### src/rtl/dmem_arbiter.sv
// Two-port (core/debug) arbiter in front of a single-ported 32-bit data memory.
// Optional DMEM_ARB_ERR_EN: flags and suppresses accesses whose upper address bits are nonzero.
module dmem_arbiter #(
  parameter int unsigned ADDR_W     = 8,
  parameter int unsigned STARVE_LIM = 4
) (
  input  logic              clk,
  input  logic              rst,
  input  logic              c_req,
  input  logic              c_we,
  input  logic [31:0]       c_addr,
  input  logic [31:0]       c_wdata,
  output logic              c_gnt,
  output logic              c_rvalid,
  output logic [31:0]       c_rdata,
  input  logic              d_req,
  input  logic              d_we,
  input  logic [31:0]       d_addr,
  input  logic [31:0]       d_wdata,
  output logic              d_gnt,
  output logic              d_rvalid,
  output logic [31:0]       d_rdata,
  output logic              m_en,
  output logic              m_we,
  output logic [ADDR_W-1:0] m_addr,
  output logic [31:0]       m_wdata,
  input  logic [31:0]       m_rdata,
  output logic              err
);

  logic [7:0]  starve_q, starve_d;
  logic        c_rvalid_q, c_rvalid_d;
  logic        d_rvalid_q, d_rvalid_d;
  logic [31:0] c_rdata_q, c_rdata_d;
  logic [31:0] d_rdata_q, d_rdata_d;
  logic        err_q, err_d;

  logic        starved, c_sel, d_sel, any_sel, g_we, oor;
  logic [31:0] g_addr, g_wdata;

`ifndef DMEM_ARB_ERR_EN
  logic unused_hi;
  assign unused_hi = ^g_addr[31:ADDR_W];
`endif

  always_comb begin
    starved = (starve_q == 8'(STARVE_LIM));
    // Grants are gated by rst so nothing reaches memory during reset.
    c_sel   = rst & c_req & ~starved;
    d_sel   = rst & d_req & (~c_req | starved);
    any_sel = c_sel | d_sel;
    g_we    = c_sel ? c_we    : d_we;
    g_addr  = c_sel ? c_addr  : d_addr;
    g_wdata = c_sel ? c_wdata : d_wdata;

`ifdef DMEM_ARB_ERR_EN
    oor = any_sel && ((g_addr >> ADDR_W) != '0);
`else
    oor = 1'b0;
`endif

    m_en    = any_sel & ~oor;
    m_we    = m_en & g_we;
    m_addr  = any_sel ? g_addr[ADDR_W-1:0] : '0;
    m_wdata = any_sel ? g_wdata : '0;

    starve_d = '0;
    if (d_req && !d_sel) starve_d = starved ? starve_q : starve_q + 8'd1;

    c_rvalid_d = c_sel & ~c_we;
    d_rvalid_d = d_sel & ~d_we;
    c_rdata_d  = c_rdata_q;
    d_rdata_d  = d_rdata_q;
    if (c_rvalid_d) c_rdata_d = oor ? '0 : m_rdata;
    if (d_rvalid_d) d_rdata_d = oor ? '0 : m_rdata;
    err_d = oor;

    c_gnt = c_sel;
    d_gnt = d_sel;
  end

  always_ff @(posedge clk) begin
    if (!rst) begin
      starve_q   <= '0;
      c_rvalid_q <= 1'b0;
      d_rvalid_q <= 1'b0;
      c_rdata_q  <= '0;
      d_rdata_q  <= '0;
      err_q      <= 1'b0;
    end else begin
      starve_q   <= starve_d;
      c_rvalid_q <= c_rvalid_d;
      d_rvalid_q <= d_rvalid_d;
      c_rdata_q  <= c_rdata_d;
      d_rdata_q  <= d_rdata_d;
      err_q      <= err_d;
    end
  end

  assign c_rvalid = c_rvalid_q;
  assign d_rvalid = d_rvalid_q;
  assign c_rdata  = c_rdata_q;
  assign d_rdata  = d_rdata_q;
  assign err      = err_q;

endmodule

### config.mk
export PLATFORM = sky130hd
export DESIGN_NAME = dmem_arbiter
export DESIGN_NICKNAME = d
export VERILOG_FILES = /design/src/rtl/dmem_arbiter.sv
export SDC_FILE = /design/constraint.sdc
export NUM_CORES = 1
export LEC_CHECK = 0
export BUFFER_PORTS_ARGS = -buffer_cell sky130_fd_sc_hd__buf_2
export CORE_AREA = 2 2 109 111
export DETAILED_ROUTE_END_ITERATION = 16
export DIE_AREA = 0 0 111 113
export GPL_TIMING_DRIVEN = 0
export SLEW_MARGIN = 20
export SYNTH_ARGS = -nofsm -noshare
export SYNTH_HDL_FRONTEND = slang
export SYNTH_SLANG_ARGS = --single-unit
### constraint.sdc
create_clock -name clk -period 2.9 [get_ports clk]
set_clock_uncertainty 0.2 [all_clocks]
set_input_delay 0.435 -clock clk [delete_from_list [all_inputs] [get_ports clk]]
set_output_delay 0.435 -clock clk [all_outputs]
set_load 0.02 [all_outputs]
* Word-level counts from Yosys, hierarchy flattened *
Cells that the tools add are included.

storage, ports and cells
  memories kept = 0
  input port bits = 166
  word-level logic and storage cells = 28
  bits in read-only memories = 0
  register bits = 74
  RAM bits = 0
  bits in latches = 0
  output and inout bits = 111

operators by class
  shifts and indexed selects = 0
  reduce and logical (&&, ||, !) cells = 3
  mux-type cells = 5
  bitwise gates (word level) = 13
  $add $sub $neg = 1
  multiply operators = 0
  div/mod/pow operators = 0
  magnitude comparators = 0
  equality and inequality tests = 1

operator list
  operator                                                         number
  32-bit 2-to-1 mux                                                2
  8-bit 2-to-1 mux                                                 2
  8-bit by 1-bit adder with 8-bit output, second input constant    1
  8-bit by 3-bit == test with 1-bit output, second input constant  1
  1-bit bitwise AND                                                7
  1-bit NOT                                                        4
  1-bit OR                                                         2
  2-bit AND reduction                                              1
  1-bit logical AND                                                1
  1-bit logical NOT                                                1
  1-bit 2-to-1 mux                                                 1

* Logic depth before layout (Yosys ltp) *
Gate-level depths: netlist (run 1).

  depth in word-level cells = 6
  gate-level depth with buffers = 8
  depth with buffers taken out = 6

* Worst setup path before layout (run 1) *
Ideal clock, no wire load.

  kind = flip-flop to output port
  start point = register starve_q[0]
  end point = output m_we
  setup slack = 0.277 ns
  stages on the path, launching flop included = 7
  arrival time = 1.988 ns
  buffers on the path = 1
  required time = 2.265 ns
  path through = dfxtp_1 > inv_1 > ha_1 > nor4b_1 > a211oi_2 > clkbuf_1 > o21ai_0

on the way
  longest elaborated chain between the ends = 5
  elaborated cells on any way between the ends = 8
  those cells by class = eq/ne: 1; mux: 1; bitwise: 6

ends and longest elaborated chain
  what                                          RTL line  RTL
  from (decl)                                   31        logic [7:0] starve_q, starve_d;
  from (signal assigned)                        91        starve_q <= starve_d;
  8-bit by 3-bit == test with 1-bit output *    47        starved = (starve_q == 8'(STARVE_LIM));
  1-bit NOT *                                   49        c_sel = rst & c_req & ~starved;
  1-bit bitwise AND *                           49
  named net c_gnt                               13        output logic c_gnt,
  1-bit OR or 1-bit 2-to-1 mux (tied branches)  51, 52
  1-bit bitwise AND *                           63        m_we = m_en & g_we;
  to (decl)                                     24        output logic m_we,

The timed path passes the listed nets; every way through them passes the cells marked *.

* Worst setup path in the final report (run 1) *
  start point = register starve_q[1]
  end point = output m_wdata[19]

on the way
  longest elaborated chain between the ends = 5
  elaborated cells on any way between the ends = 8
  those cells by class = eq/ne: 1; mux: 2; bitwise: 5

ends and longest elaborated chain
  what                                           RTL line  RTL
  8-bit by 3-bit == test with 1-bit output *     47
  1-bit OR or 1-bit NOT (tied branches)          50, 49
  1-bit bitwise AND (on tied branches)           50, 49
  1-bit OR or 32-bit 2-to-1 mux (tied branches)  51, 54
  32-bit 2-to-1 mux *                            65        m_wdata = any_sel ? g_wdata : '0;
  to (decl)                                      26        output logic [31:0] m_wdata,

Mark *: on every way between the ends. The rest lies on a longest branch, timed or not.

==> impl_metrics.ini, run 1 <==
[sta]
finalCriticalPeriod_ns = 2.96
max_clock_freq_mhz = 338
hold_viol_final = 0
worst_pin_slew_ns = 0.652
drv_slew = 0
final-setup-viol-count = 35
final_critical_path_share_of_the_clock_period_pct = 102
fin_hold_ws_ns = 0.113
grt_setup_unrepaired = true
finalWorstSetupSlack_ns = -0.0599
max-slew-margin-rel_pct = 56.5

[grt]
groute.layer.met1.usage_pct = 27.1
grt_pass1_vias = 3780
grt_start_max_net_pins = 15
grt-busiest-layer = met2
grt_usage_pct = 23.2
grt_use_met2_pct = 40.0
grt_pass1_wl_mm = 22.4
globalRouteMet3Util_pct = 8.89
grt_overflow = 0
antenna_violations_before_repair = 1

[run]
max-cap-violations = 0

[synth]
syn_area_mm2 = 0.00314
synth_cell_types = 26
syn_inst = 386
synth_sequential_area_ratio_pct = 47.1
synth.net_count = 554
average_cell_area_after_synthesis_um2 = 8.15
yosys_warning_total = 0
postSynthRegisterBits = 74

[placement]
place.detailed.hpwl_mm = 11.6
dpl.cell_count = 756
place.gp.congestion = 0.962
numPortBuffers = 227

[setup_path]
crit_path_max_incr_delay_ns = 0.49
regToRegSetupSlack_ns = 0.26
timing.critical_path.depth = 9
path_delay_family = simple AND/OR/NAND/NOR gates
crit_top_cell = sky130_fd_sc_hd__buf_6
cp-end-kind = primary output
critPathKind = reg2out
crit_fanout = 9
worst-path-buf-inv = 4
setup.worst_path.start_class = flop
reg2regPathDepth = 11
critPathRequiredTime_ns = 2.27
worst_path_max_delay_cell = sky130_fd_sc_hd__or4b_4
timing.critical_path.arrival_ns = 2.32
crit_chain = inv_4 > ha_4 > or4b_4 > o21ai_4 > nor2b_4 > buf_12 > buf_6 > a22o_1 > buf_6

[floorplanning]
pin_count = 277
core-area_mm2 = 0.0113
die_x_um = 111
placement_rows = 39
design.die.area_mm2 = 0.0125
die-height_um = 113
floorplan.initialDensity_pct = 27.9

[finish]
areaGrowthSynthToFinish_pct = 67.6
mostFrequentLayoutCell = sky130_fd_sc_hd__buf_2
drive_above_1_share_pct = 45.3
post_layout_nonfiller_instances = 783
layout_common_cells = sky130_fd_sc_hd__buf_2 (197), sky130_fd_sc_hd__nand2_1 (99), sky130_fd_sc_hd__dfxtp_1 (72)
nets = 803
antenna-diode-count = 0

[pwr]
finalPower_uw = 2760
power_leakage_uw = 0.00254
power-per-cell-area_mw_per_mm2 = 525
vdd_drop_max_mv = 0.315

[outcome]
violations_in_the_final_reports = negative setup slack
run_status = finished, violations left

[routing]
wirelength_mm = 14.9
routed-via-count = 3822
drt_pre_antenna_iters = 4
antenna_left = 0
detailedRoute.firstIterationViolations = 225
routed_via_density = 4.88
remaining_drc_errors = 0
average_wire_per_standard_cell_um = 19.1

[cts]
cts.reportedPaths.clkPinSlew_ns = 0.06
clock-sinks = 74
clock_tree_from_tritoncts = yes
later_pin_clock_latency_in_the_skew_report_ns = 0.33
numCtsBuffers = 9
clock_path_buffers = 2
ctsRootBufferMaster = sky130_fd_sc_hd__clkbuf_16
cts_htree_levels = 3

[hold_path]
min_path_cells = 3
hold_class = in2reg
[path summary, 6_finish.rpt]
path,endpoint,from
worst max-delay path,m_wdata[19],starve_q[1]
worst min-delay path,c_rdata[5],m_rdata[5]
worst max register to register,d_rdata[20],starve_q[1]
worst min register to register,c_rdata[7],c_rdata[7]
[layer usage]
| metal | share of wire (%) | wire length (um) |
|---|---|---|
| met5 | 0.087 | 13 |
| met4 | 2.8 | 418 |
| met3 | 9.7 | 1450 |
| met2 | 48 | 7140 |
| met1 | 40 | 5920 |
[power by group]
group | switching (uW) | internal, uW | leakage, uW
registers | 20.6 | 1060 | 0.000605
logic | 303 | 226 | 0.00178
clock network | 458 | 699 | 0.000150
total | 782 | 1980 | 0.00254
[per-stage QoR]
step	TNS (ns)	instance area [um2]	worst slack [ns]	utilization (%)
after floorplan	0	3140	0.277	-
after global placement	-0.574	4460	-0.0867	39.6
after detailed placement	-0.454	4460	-0.0616	39.6
after CTS	-0.0757	5020	-0.0154	44.5
after global routing	-3.74	5270	-0.125	46.7
final	-0.905	5270	-0.0599	46.7
[cells in the mapped netlist]
cell | instances | area (um2)
sky130_fd_sc_hd__buf_6 | 4 | 45.0
sky130_fd_sc_hd__and3_1 | 2 | 12.5
sky130_fd_sc_hd__inv_1 | 4 | 15.0
sky130_fd_sc_hd__o21ai_4 | 1 | 16.3
sky130_fd_sc_hd__nor4b_1 | 1 | 8.76
sky130_fd_sc_hd__and2_0 | 1 | 6.26
sky130_fd_sc_hd__a211oi_2 | 1 | 12.5
sky130_fd_sc_hd__nor2_1 | 8 | 30.0
sky130_fd_sc_hd__a2111oi_0 | 1 | 8.76
sky130_fd_sc_hd__xnor2_1 | 1 | 8.76
sky130_fd_sc_hd__buf_2 | 10 | 50.1
sky130_fd_sc_hd__clkbuf_1 | 18 | 67.6
sky130_fd_sc_hd__o21ai_0 | 67 | 335
sky130_fd_sc_hd__a22o_1 | 40 | 350
sky130_fd_sc_hd__nor3b_1 | 1 | 7.51
sky130_fd_sc_hd__or3b_2 | 1 | 8.76
sky130_fd_sc_hd__nor2b_1 | 1 | 6.26
sky130_fd_sc_hd__nand2_1 | 99 | 372
sky130_fd_sc_hd__xor2_1 | 5 | 43.8
sky130_fd_sc_hd__a21oi_1 | 1 | 5.00
sky130_fd_sc_hd__buf_4 | 2 | 15.0
sky130_fd_sc_hd__nand3_1 | 39 | 195
sky130_fd_sc_hd__or4b_4 | 1 | 13.8
sky130_fd_sc_hd__dfxtp_1 | 74 | 1480
sky130_fd_sc_hd__conb_1 | 1 | 3.75
sky130_fd_sc_hd__ha_1 | 2 | 25.0
[kinds of logic (layout without fill, tap and decap cells)]
group	count (synthesis)	after routing	share of synthesized area, %
buffers and inverters	38	292	6.13
AO/OA/AOI/OAI	111	111	23.2
other	1	1	0.119
AND/OR/NAND/NOR	154	154	21.0
flip-flops	74	74	47.1
XOR/XNOR	6	6	1.67
adder cells (fa/ha/maj)	2	2	0.796
[sequential cells by signal, indices dropped and copies added (netlist names)]
signal	count
d_rvalid	1
starve_q	8
d_rdata	32
c_rvalid	1
c_rdata	32
[repair_timing]
item                                    in CTS  in global routing
hold endpoints to repair                     0                  0
pin swaps                                    6                  2
gates cloned                                 3                  1
resized for setup                           53                 63
hold buffers                                 0                  0
buffers inserted                             7                  1
endpoints found under the setup margin      44                 41
[worst register-to-register path: cells and delay by family, from the launching register on]
kind	cells	cell delay, ns
compound gates	2	0.32
fa+ha+maj	1	0.12
buf+inv	6	0.91
flops	1	0.35
simple gates	2	0.60
[layout make-up]
| cell class | count | area, um2 |
|---|---|---|
| tap | 143 | 179 |
| timing repair buffer | 239 | 1510 |
| inverter | 4 | 17.5 |
| sequential | 74 | 1490 |
| fill | 1127 | 6000 |
| clock buffer | 10 | 239 |
| multi-input combinational | 274 | 1560 |
| buffer | 33 | 195 |
| clock inverter | 6 | 72.6 |
(Power assumes the default switching activity.)
==> run 2: changes to the inputs <==
SKIP_CTS_REPAIR_TIMING = 1   (was unset)
==> run 2 against run 1 <==
The run still ends with negative setup slack left. Critical path depth did not move. Sequential power hardly changed. Sequential share of layout area decreased by 0.15 points. Highest routed layer unchanged.
==> impl_metrics.ini, run 2 (synthesis results as in run 1) <==
[outcome]
run_status = finished, violations left
violations_in_the_final_reports = negative setup slack

[floorplanning]
die_x_um = 111
die-height_um = 113
core-area_mm2 = 0.0113
design.die.area_mm2 = 0.0125
placement_rows = 39
floorplan.initialDensity_pct = 27.9
pin_count = 277

[hold_path]
min_path_cells = 3
hold_start = m_rdata[5]
timing.hold.worst_endpoint = c_rdata[5]
hold_class = in2reg

[finish]
nets = 803
final_core_util_pct = 47.0
layout_common_cells = sky130_fd_sc_hd__buf_2 (197), sky130_fd_sc_hd__nand2_1 (99), sky130_fd_sc_hd__dfxtp_1 (72)
seq_area_mm2 = 0.00149
mostFrequentLayoutCell = sky130_fd_sc_hd__buf_2
post_layout_nonfiller_instances = 783
drive_above_1_share_pct = 45.5
antenna-diode-count = 0
multi_input_area_mm2 = 0.00155
fill_cells = 1120
areaGrowthSynthToFinish_pct = 68.5

[sta]
max-slew-margin-rel_pct = 56.3
worst_pin_slew_ns = 0.655
finalCriticalPeriod_ns = 2.96
grt_setup_unrepaired = true
final_critical_path_share_of_the_clock_period_pct = 102
hold_viol_final = 0
fin_hold_ws_ns = 0.112
max_clock_freq_mhz = 338
finalWorstSetupSlack_ns = -0.0586
drv_slew = 0
final-setup-viol-count = 13

[setup_path]
crit_fanout = 9
critPathKind = reg2out
regToRegSetupSlack_ns = 0.38
r2r_start = starve_q[0]
setup.worst_path.start_class = flop
cp-end-kind = primary output
timing.critical_path.arrival_ns = 2.32
r2r-end = d_rdata[20]
critPathRequiredTime_ns = 2.27
reg2regPathDepth = 9

[cts]
cts_htree_levels = 3
numCtsBuffers = 9
cts.reportedPaths.clkPinSlew_ns = 0.06
ctsRootBufferMaster = sky130_fd_sc_hd__clkbuf_16
clock-sinks = 74
clock_tree_from_tritoncts = yes
clock_path_buffers = 2
later_pin_clock_latency_in_the_skew_report_ns = 0.34

[grt]
antenna_violations_before_repair = 1
grt_overflow = 0
grt_usage_pct = 22.6
grt_start_max_net_pins = 15
grt_pass1_vias = 3657
grt_pass1_wl_mm = 21.8

[routing]
remaining_drc_errors = 0
detailedRoute.firstIterationViolations = 234
routed-via-count = 3814
wirelength_mm = 15.0
average_wire_per_standard_cell_um = 19.2
antenna_left = 0
drt_pre_antenna_iters = 4
routed_via_density = 4.87

[placement]
dpl.cell_count = 756
numPortBuffers = 227
place.detailed.hpwl_mm = 11.6
place.gp.congestion = 0.962

[pwr]
vdd_drop_max_mv = 0.314
power-per-cell-area_mw_per_mm2 = 523
power_leakage_uw = 0.00254

[run]
max-cap-violations = 0
[run 2: cell types whose count changed in the layout (fill, tap and decap cells not counted), sizes merged]
cell    delta
clkbuf     +3
buf        -3
[run 2: layout make-up]
| class | instances | share of cell area (%) |
|---|---|---|
| buffer | 33 | 3.87 |
| clock buffer | 10 | 4.51 |
| clock inverter | 6 | 1.37 |
| inverter | 4 | 0.331 |
| multi-input combinational | 274 | 29.2 |
| sequential | 74 | 28.1 |
| tap | 143 | 3.38 |
| timing repair buffer | 239 | 29.2 |
[run 2: per-stage QoR]
step | cell area [um2] | TNS (ns) | worst slack, ns | power [uW]
2_1_floorplan | 3140 | 0 | 0.277 | 1320
3_3_place_gp | 4460 | -0.574 | -0.0867 | 1550
3_5_place_dp | 4460 | -0.454 | -0.0616 | 1550
4_1_cts | 4770 | -15.85 | -0.450 | 2710
5_1_grt | 5300 | -2.73 | -0.171 | 2860
6_report | 5300 | -0.247 | -0.0586 | 2770
[run 2: worst max-delay path: stages, from the launching register on]
cell and delay (ns):
sky130_fd_sc_hd__dfxtp_4 0.35, sky130_fd_sc_hd__inv_2 0.06, sky130_fd_sc_hd__ha_4 0.12, sky130_fd_sc_hd__or4b_4 0.48
sky130_fd_sc_hd__o21ai_4 0.15, sky130_fd_sc_hd__nor2b_4 0.18, sky130_fd_sc_hd__buf_12 0.16, sky130_fd_sc_hd__clkbuf_16 0.15
sky130_fd_sc_hd__a22o_1 0.19, sky130_fd_sc_hd__buf_6 0.14
[run 2: how the worst max path moves through the flow]
stage / start / end / slack (ns) / cells after the start
after floorplan: starve_q[0] / m_we / 0.28 / 6
after global placement: starve_q[0] / m_we / -0.09 / 8
after detailed placement: starve_q[0] / m_wdata[9] / -0.06 / 7
after CTS: starve_q[0] / m_wdata[9] / -0.45 / 7
after global routing: starve_q[2] / m_we / -0.17 / 6
final: starve_q[0] / m_wdata[21] / -0.06 / 9
[run 2: power breakdown]
group / total [uW] / internal (uW) / switching, uW / leakage (uW)
sequential: 1080 / 1060 / 20.9 / 0.000605
clock: 1150 / 699 / 456 / 0.000150
combinational: 535 / 229 / 306 / 0.00178
[run 2: metal layers]
metal / share of wire (%) / global-route usage, % / vias up / routed length (um)
met5: 0.086 / 0 / - / 13
li1: - / - / 1831 / -
met1: 39 / 26.9 / 1766 / 5930
met4: 2.9 / 4.25 / 2 / 441
met3: 10 / 8.46 / 25 / 1530
met2: 47 / 39.5 / 190 / 7120
==> run 3: changes to the inputs <==
ABC_AREA = 1   (was unset)
CORE_AREA = 2 2 106 108   (was 2 2 109 111)
DIE_AREA = 0 0 108 110   (was 0 0 111 113)
PLACE_DENSITY = 0.73   (was unset)
==> run 3 against run 2 <==
Worst setup slack better by 0.16 ns. Synthesized cell count rose by 75%. First-iteration DRC count rose by 0.85%. Global-route usage grew 0.20 points. Clock power down 21%. The run now ends clean.
==> impl_metrics.ini, run 3 <==
[routing]
drt_pre_antenna_iters = 4
met3RoutedLength_mm = 1.63
average_wire_per_standard_cell_um = 12.9
topRoutingLayerUsed = met4
remaining_drc_errors = 0
m1WireLength_mm = 5.98
routed_via_density = 4.38
detailedRoute.firstIterationViolations = 236
routed-via-count = 4647
antenna_left = 0
routed-wl-met2_mm = 5.95
wirelength_mm = 13.7

[synth]
syn_area_mm2 = 0.00396
synth-edff-count = 0
yosys_warning_total = 0
synth_sequential_area_ratio_pct = 37.5
postSynth.asyncResetShare_pct = 0
synth_top_area_share_pct = 37.5
syn_inst = 675
post_synth_main_area_contributors = sky130_fd_sc_hd__dfxtp_1 (37%), sky130_fd_sc_hd__nand2_1 (28%), sky130_fd_sc_hd__inv_1 (13%), sky130_fd_sc_hd__nand4_1 (5.4%), sky130_fd_sc_hd__nand3_1 (4.6%)
postSynthRegisterBits = 74
synth.net_count = 843
synth_cell_types = 23
netlist_top_cells_count = sky130_fd_sc_hd__nand2_1 (290), sky130_fd_sc_hd__inv_1 (139), sky130_fd_sc_hd__dfxtp_1 (74)
synthMostInstantiatedCell = sky130_fd_sc_hd__nand2_1
average_cell_area_after_synthesis_um2 = 5.86
yosys_most_used_dff = sky130_fd_sc_hd__dfxtp_1
leading_area_contributor_after_synthesis = sky130_fd_sc_hd__dfxtp_1

[placement]
place.gp.congestion = 0.839
numPortBuffers = 227
place.detailed.hpwl_mm = 10.7
place_ws_ns = 0.212

[grt]
grt_overflow = 0
grt_usage_pct = 22.8
antenna_violations_before_repair = 0
grt_start_max_net_pins = 14
grt_pass1_wl_mm = 20.8
grt_pass1_vias = 4237

[setup_path]
crit_path_max_incr_delay_ns = 0.37
critPathRequiredTime_ns = 2.27
crit_chain = inv_1 > ha_1 > nand3_1 > o21ai_4 > nor2_4 > buf_6 > clkbuf_4 > nand2_1 > nand2_1 > buf_2
cp-end-kind = primary output
critPathKind = reg2out
timing.critical_path.arrival_ns = 2.16
path_delay_family = buffers and inverters
worst_path_max_delay_cell = sky130_fd_sc_hd__dfxtp_2
setup.worst_path.start_class = flop
crit_top_cell = sky130_fd_sc_hd__nand2_1
worst-path-buf-inv = 4
crit_fanout = 10

[floorplanning]
design.die.area_mm2 = 0.0119
pin_count = 277
die_x_um = 108
floorplan.initialDensity_pct = 37.0
die-height_um = 110
placement_rows = 38
core-area_mm2 = 0.0107

[cts]
clock_tree_from_tritoncts = yes
ctsRootBufferMaster = sky130_fd_sc_hd__clkbuf_8
clock_path_buffers = 2
clock-sinks = 74
numCtsBuffers = 9
cts_htree_levels = 3
cts.reportedPaths.clkPinSlew_ns = 0.08
later_pin_clock_latency_in_the_skew_report_ns = 0.35

[pwr]
vdd_drop_max_mv = 0.237
power_leakage_uw = 0.00359
power-per-cell-area_mw_per_mm2 = 450

[finish]
areaGrowthSynthToFinish_pct = 40.0
layout_common_cells = sky130_fd_sc_hd__nand2_1 (290), sky130_fd_sc_hd__buf_2 (242), sky130_fd_sc_hd__inv_1 (139)
drive_above_1_share_pct = 29.7
nets = 1085
mostFrequentLayoutCell = sky130_fd_sc_hd__nand2_1
fill_cells = 1149
antenna-diode-count = 0
final_core_util_pct = 51.8

[sta]
max_clock_freq_mhz = 357
finalCriticalPeriod_ns = 2.80
final.setup.tns_ns = 0
drv_slew = 0
final-setup-viol-count = 0
hold_viol_final = 0
worst_pin_slew_ns = 0.631
finalWorstSetupSlack_ns = 0.103
max-slew-margin-rel_pct = 57.9
fin_hold_ws_ns = 0.120
final_critical_path_share_of_the_clock_period_pct = 96.5

[outcome]
run_status = finished clean

[hold_path]
hold_class = in2reg

[run]
max-cap-violations = 0
## run 3: changes by cell type after synthesis, moves of 9 or more
cell / change
sky130_fd_sc_hd__buf_2: +9
sky130_fd_sc_hd__inv_1: +135
sky130_fd_sc_hd__nor2_1: +36
sky130_fd_sc_hd__o21ai_0: -63
sky130_fd_sc_hd__nand2_1: +191
sky130_fd_sc_hd__a22o_1: -40
sky130_fd_sc_hd__nand4_1: +34
## run 3: cell type report
class                           count  area [um2]  share of cell area, %
Clock inverter                      6        90.1                   1.63
Inverter                          143         537                   9.69
Sequential cell                    74        1480                   26.8
Timing Repair Buffer              231        1170                   21.1
Buffer                             38         183                   3.30
Tap cell                          140         175                   3.16
Multi-Input combinational cell    420        1770                   32.0
Clock buffer                       10         128                   2.31
## run 3: per-stage QoR
| step | cell area [um2] | instances | total power [uW] |
|---|---|---|---|
| final | 5540 | 1062 | 2490 |
| after global routing | 5540 | 1062 | 2610 |
| after CTS | 5480 | 1058 | 2510 |
| after detailed placement | 5270 | 1042 | 1600 |
| after global placement | 5270 | 1042 | 1600 |
| after floorplan | 3960 | 675 | 1380 |
## run 3: per-layer routing
metal / vias up / global-route usage (%)
met3: 11 / 9.88
met4: 0 / 4.58
met5: - / 0
met2: 177 / 37.2
met1: 2005 / 28.3
li1: 2454 / -
## run 3: worst paths after layout
path	from	to	slack [ns]	depth (start not counted)
worst min-delay path	m_rdata[21]	c_rdata[21]	0.12	3
worst max register to register	starve_q[0]	d_rdata[3]	0.85	10
worst max-delay path	starve_q[0]	m_wdata[27]	0.10	10
worst min register to register	starve_q[0]	starve_q[0]	0.25	1
## run 3: cells by family (layout without fill, tap and decap cells)
family	count (synthesis)	count (layout)	synth area share (%)
XOR/XNOR	2	2	0.443
AND/OR/NAND/NOR	408	408	42.3
flip-flops	74	74	37.5
adder cells (fa/ha/maj)	2	2	0.633
other	1	1	0.0948
AO/OA/AOI/OAI	7	7	1.17
buffers and inverters	181	428	17.9
## run 3: worst register-to-register path, stage by stage, from the launching register on
cell and delay [ns]:
sky130_fd_sc_hd__dfxtp_2 0.35, sky130_fd_sc_hd__inv_1 0.06, sky130_fd_sc_hd__ha_1 0.13, sky130_fd_sc_hd__nand3_1 0.16, sky130_fd_sc_hd__o21ai_4 0.29, sky130_fd_sc_hd__buf_4 0.17, sky130_fd_sc_hd__nand3_2 0.16, sky130_fd_sc_hd__buf_2 0.26
sky130_fd_sc_hd__nand2_1 0.08, sky130_fd_sc_hd__inv_1 0.03, sky130_fd_sc_hd__nor2_1 0.10
## run 3: report_power, final
| part | switching, uW | total (uW) | internal (uW) |
|---|---|---|---|
| Sequential | 20.4 | 1080 | 1060 |
| Combinational | 329 | 512 | 183 |
| Clock | 415 | 903 | 488 |
